**config.mk**
```make
export PLATFORM = sky130hd
export DESIGN_NAME = inst_encoder_loader
export DESIGN_NICKNAME = d
export VERILOG_FILES = /design/src/rtl/inst_encoder_loader.sv
export SDC_FILE = /design/constraint.sdc
export NUM_CORES = 1
export LEC_CHECK = 0
export BUFFER_PORTS_ARGS = -buffer_cell sky130_fd_sc_hd__buf_4
export CAP_MARGIN = 20
export CORE_MARGIN = 4
export CORE_UTILIZATION = 45
export CTS_CLUSTER_DIAMETER = 50
export DETAILED_ROUTE_END_ITERATION = 7
export PLACE_DENSITY = 0.69
export SLEW_MARGIN = 10
export SYNTH_ARGS = -nofsm -noshare
export SYNTH_HDL_FRONTEND = slang
export SYNTH_SLANG_ARGS = --single-unit
```
**constraint.sdc**
```tcl
create_clock -name clk -period 2.4 [get_ports clk]
set_input_delay 0.36 -clock clk [delete_from_list [all_inputs] [get_ports clk]]
set_output_delay 0.36 -clock clk [all_outputs]
set_load 0.01 [all_outputs]
```
**src/rtl/inst_encoder_loader.sv**
```systemverilog
// RV32I instruction encoder and instruction-memory loader: packs symbolic
// requests (add/sub/and/or/lw/sw/beq) into words written to consecutive addresses.
module inst_encoder_loader #(
    parameter int unsigned ADDR_W = 8,
    parameter int unsigned DEPTH  = 256
) (
    input  logic              clk,
    input  logic              reset,
    input  logic              req_valid,
    output logic              req_ready,
    input  logic [2:0]        req_op,
    input  logic [4:0]        req_rd,
    input  logic [4:0]        req_rs1,
    input  logic [4:0]        req_rs2,
    input  logic [12:0]       req_imm,
    input  logic              req_last,
    output logic              imem_we,
    output logic [ADDR_W-1:0] imem_addr,
    output logic [31:0]       imem_wdata,
    output logic [ADDR_W:0]   inst_count,
    output logic              load_done,
    output logic              err,
    output logic [1:0]        err_code
);

    localparam int unsigned CNT_W = ADDR_W + 1;

    localparam logic [2:0] OP_ADD = 3'd0;
    localparam logic [2:0] OP_SUB = 3'd1;
    localparam logic [2:0] OP_AND = 3'd2;
    localparam logic [2:0] OP_OR  = 3'd3;
    localparam logic [2:0] OP_LW  = 3'd4;
    localparam logic [2:0] OP_SW  = 3'd5;
    localparam logic [2:0] OP_BEQ = 3'd6;

    localparam logic [1:0] ERR_NONE  = 2'd0;
    localparam logic [1:0] ERR_OP    = 2'd1;
    localparam logic [1:0] ERR_IMM   = 2'd2;
    localparam logic [1:0] ERR_OVFL  = 2'd3;

    typedef enum logic [2:0] {
        IDLE  = 3'd0,
        ENC   = 3'd1,
        WRITE = 3'd2,
        DONE  = 3'd3,
        ERROR = 3'd4
    } state_t;

    state_t      state;
    logic [2:0]  op_q;
    logic [4:0]  rd_q;
    logic [4:0]  rs1_q;
    logic [4:0]  rs2_q;
    logic [12:0] imm_q;
    logic        last_q;

    logic [31:0] enc_word;
    logic [1:0]  enc_code;
    logic [6:0]  funct7;
    logic [2:0]  funct3;

    // Encode the captured request; unused fields of each format are ignored.
    always_comb begin
        enc_word = 32'h0;
        funct7   = 7'b0000000;
        funct3   = 3'b000;
        unique case (op_q)
            OP_ADD, OP_SUB, OP_AND, OP_OR: begin
                funct7 = (op_q == OP_SUB) ? 7'b0100000 : 7'b0000000;
                case (op_q)
                    OP_AND:  funct3 = 3'b111;
                    OP_OR:   funct3 = 3'b110;
                    default: funct3 = 3'b000;
                endcase
                enc_word = {funct7, rs2_q, rs1_q, funct3, rd_q, 7'b0110011};
            end
            OP_LW:   enc_word = {imm_q[11:0], rs1_q, 3'b010, rd_q, 7'b0000011};
            OP_SW:   enc_word = {imm_q[11:5], rs2_q, rs1_q, 3'b010, imm_q[4:0], 7'b0100011};
            OP_BEQ:  enc_word = {imm_q[12], imm_q[10:5], rs2_q, rs1_q, 3'b000,
                                 imm_q[4:1], imm_q[11], 7'b1100011};
            default: enc_word = 32'h0;
        endcase
    end

    // Error checks in priority order: bad op, immediate range, overflow.
    always_comb begin
        enc_code = ERR_NONE;
        if (op_q == 3'd7) begin
            enc_code = ERR_OP;
        end else if ((op_q == OP_LW || op_q == OP_SW) && (imm_q[12] != imm_q[11])) begin
            enc_code = ERR_IMM;
        end else if (op_q == OP_BEQ && imm_q[0]) begin
            enc_code = ERR_IMM;
        end else if (inst_count == CNT_W'(DEPTH)) begin
            enc_code = ERR_OVFL;
        end
    end

    // Control FSM with all outputs registered; reset aborts any pending write.
    always_ff @(posedge clk) begin
        if (reset) begin
            state      <= IDLE;
            req_ready  <= 1'b0;
            op_q       <= 3'd0;
            rd_q       <= 5'd0;
            rs1_q      <= 5'd0;
            rs2_q      <= 5'd0;
            imm_q      <= 13'd0;
            last_q     <= 1'b0;
            imem_we    <= 1'b0;
            imem_addr  <= '0;
            imem_wdata <= 32'h0;
            inst_count <= '0;
            load_done  <= 1'b0;
            err        <= 1'b0;
            err_code   <= ERR_NONE;
        end else begin
            imem_we <= 1'b0;
            case (state)
                IDLE: begin
                    if (req_valid && req_ready) begin
                        op_q      <= req_op;
                        rd_q      <= req_rd;
                        rs1_q     <= req_rs1;
                        rs2_q     <= req_rs2;
                        imm_q     <= req_imm;
                        last_q    <= req_last;
                        req_ready <= 1'b0;
                        state     <= ENC;
                    end else begin
                        req_ready <= 1'b1;
                    end
                end
                ENC: begin
                    req_ready <= 1'b0;
                    if (enc_code != ERR_NONE) begin
                        err      <= 1'b1;
                        err_code <= enc_code;
                        state    <= ERROR;
                    end else begin
                        imem_wdata <= enc_word;
                        imem_addr  <= inst_count[ADDR_W-1:0];
                        imem_we    <= 1'b1;
                        state      <= WRITE;
                    end
                end
                WRITE: begin
                    inst_count <= inst_count + CNT_W'(1);
                    if (last_q) begin
                        load_done <= 1'b1;
                        req_ready <= 1'b0;
                        state     <= DONE;
                    end else begin
                        req_ready <= 1'b1;
                        state     <= IDLE;
                    end
                end
                DONE: begin
                    req_ready <= 1'b0;
                end
                ERROR: begin
                    req_ready <= 1'b0;
                end
                default: begin
                    req_ready <= 1'b0;
                    state     <= IDLE;
                end
            endcase
        end
    end

endmodule

```
==> results.yml <==
place:
  dpl_cell_area_um2: 4480
  place_congestion: 0.804
  io_buffers: 87
  hpwlAfterDp_mm: 6.83
clock_tree:
  clockBufferDepth: 2
  postCtsSetupBuffers: 0
  cts_root_buffer: "clkbuf_8"
  holdBufCountCts: 0
  clk_latency_ns: 0.34
  htree_levels: 3
  cts_tree: "yes"
  clk_pin_slew_ns: 0.08
  clkSinkCount: 87
  cts_resized: 0
  numCtsBuffers: 9
synthesis:
  ys.flop_type: "dfxtp_1"
  synth_top_area_cell: "dfxtp_1"
  async_reset_ff_share_pct: 0
  syn_area_um2: 3790
  synthDistinctLibCells: 54
  synth_area_leaders: "dfxtp_1 46%, nand2_1 11%, a21oi_1 7.4%"
  synth-edff-count: 0
  synthCells: 450
  ys_seq_area_share_pct: 46.0
  synth_area_per_cell_um2: 8.41
  synth_seq_cells: 87
  yosys.area.top_type_share_pct: 46.0
  yosysWarnings: 0
setup_path:
  worstSetupEndpointType: "flip-flop"
  arrival_ns: 2.23
  critical_path.startpoint_type: "flip-flop"
  crit_required_ns: 2.67
  crit_fanout: 20
  path_class: "reg -> reg"
layout:
  final_area_um2: 4680
  layout-drive-gt1-share_pct: 23.5
  layout.nets: 565
  diodes: 0
  fillCellCount: 757
  area_growth_pct: 23.6
pwr:
  ir_drop_mv: 0.322
  p_leak_nw: 1.87
  powerDensity_nw_per_um2: 603
floorplanning:
  die_area_um2: 9950
  io_pins: 90
  start_util_pct: 46.1
  die_h_um: 99.7
  die_x_um: 99.7
  coreArea_um2: 8220
  rows: 33
detailed_routing:
  vias: 3395
  antenna_left: 0
  vias_per_cell: 5.36
  drc_errors: 0
  drt_iter0_markers: 144
  wl_per_cell_um: 14.7
  dr.pass1.iters: 5
  routed_wl_mm: 9.33
global_route:
  antenna_found_initial: 0
  grt_max_degree: 42
  grt_overflow: 0
  grt_pass1_vias: 3126
  grt_pass1_wl_mm: 15.1
  grt_use_total_pct: 18.7
sta:
  max-slew-margin-rel_pct: 52.6
  rsz0062_at_grt: "false"
  hold_viol: 0
  setup_viol: 0
  slew_viol_final: 0
  max_freq_ghz: 0.510
  skew_ns: 0.00787
  setup_tns_ns: 0
  tightest_slew_ns: 0.711
  fin_crit_sh_pct: 81.7
  post-route-min-period_ns: 1.96
job:
  drv_cap: 0
worst_hold_path:
  hp-class: "in -> reg"
outcome:
  outcome: "finished clean"
==> cell usage in the layout (no fill, tap or decap), types with 4 or more instances in the layout <==
| master | n |
|---|---|
| a21boi_0 | 5 |
| a21oi_1 | 56 |
| a32o_1 | 4 |
| buf_4 | 98 |
| clkbuf_8 | 9 |
| dfxtp_1 | 87 |
| ha_1 | 5 |
| inv_1 | 7 |
| mux2i_1 | 16 |
| nand2_1 | 108 |
| nand3_1 | 13 |
| nand3b_1 | 6 |
| nand4_1 | 6 |
| nor2_1 | 15 |
| o21ai_0 | 9 |
| o21ai_1 | 20 |
| xnor2_1 | 4 |
| xor2_1 | 5 |
==> logic make-up (layout without fill, tap and decap cells) <==
group | Yosys count | after routing | synth area share [%]
compound gates | 114 | 114 | 18.5
buf+inv | 44 | 121 | 5.72
flops | 87 | 87 | 46.0
fa+ha+maj | 5 | 5 | 1.65
xor+xnor | 9 | 9 | 2.08
mux | 16 | 16 | 4.23
simple gates | 174 | 174 | 21.7
other cells | 1 | 2 | 0.0990
==> metrics by stage <==
| step | cells | util, % | power [mW] | hold WS, ns | worst slack [ns] |
|---|---|---|---|---|---|
| 4_1_cts | 633 | 57.0 | 2.84 | 0.248 | 0.430 |
| 5_1_grt | 633 | 57.0 | 2.93 | 0.243 | 0.297 |
| 3_3_place_gp | 619 | 54.5 | 1.80 | 0.447 | 0.504 |
| 2_1_floorplan | 451 | - | 1.70 | 0.432 | 0.325 |
| 3_5_place_dp | 619 | 54.5 | 1.80 | 0.452 | 0.458 |
| 6_report | 633 | 57.0 | 2.82 | 0.256 | 0.440 |
==> cell usage after synthesis, types with 3 or more instances <==
cell type,n
a211oi_1,3
a21boi_0,5
a21oi_1,56
a32o_1,4
and3_1,3
buf_4,4
buf_6,3
clkbuf_1,25
dfxtp_1,87
ha_1,5
inv_1,7
mux2i_1,16
nand2_1,108
nand3_1,13
nand3b_1,6
nand4_1,6
nor2_1,15
nor3_1,3
o211ai_1,3
o21ai_0,9
o21ai_1,20
xnor2_1,4
xor2_1,5
==> state kept, by name (all words and copies together) (netlist names) <==
register and count:
imem_wdata 29, imm_q 13, inst_count 9, imem_addr 8
rd_q 5, rs1_q 5, rs2_q 5, op_q 3
state 3, err_code 2, err 1, imem_we 1
last_q 1, load_done 1, req_ready 1
==> area by class of cell <==
cell class              instances  area [um^2]  area share, %
multi-input cells             320         1840           39.3
flip-flops and latches         87         1740           37.2
repair buffers                 98          736           15.7
well taps                     105          131           2.81
clock buffers                  10          128           2.73
clock inverters                 4         72.6           1.55
inverters                       9         33.8          0.722
==> power breakdown <==
part	switching, mW	total (mW)	internal, mW
Sequential	0.0339	1.51	1.48
Combinational	0.147	0.257	0.111
Clock	0.476	1.05	0.574
==> path summary, 6_finish.rpt <==
kind                      start        endpoint  slack, ns  cells past startpoint
setup / recovery  inst_count[7]  imem_wdata[22]       0.44                      4
hold / removal       req_rs1[3]        rs1_q[3]       0.26                      3
setup reg to reg  inst_count[7]  imem_wdata[22]       0.44                      4
hold reg to reg        imm_q[7]        imm_q[7]       0.46                      2
==> metal layers <==
layer  up-vias  wire length, um  GRT usage, %
met5         -                0             0
met4         0              130          5.36
met3        11              613          4.49
met2       112             4050          27.6
met1      1579             4540          27.2
li1       1693                -             -
==> critical path, cell delays in order (launching register included) <==
cell     delay [ns]
dfxtp_1        0.36
or4_4          0.58
o41a_4         0.51
nand2_8        0.22
mux2i_1        0.20
Note: power is estimated with default switching activity, not from simulation.
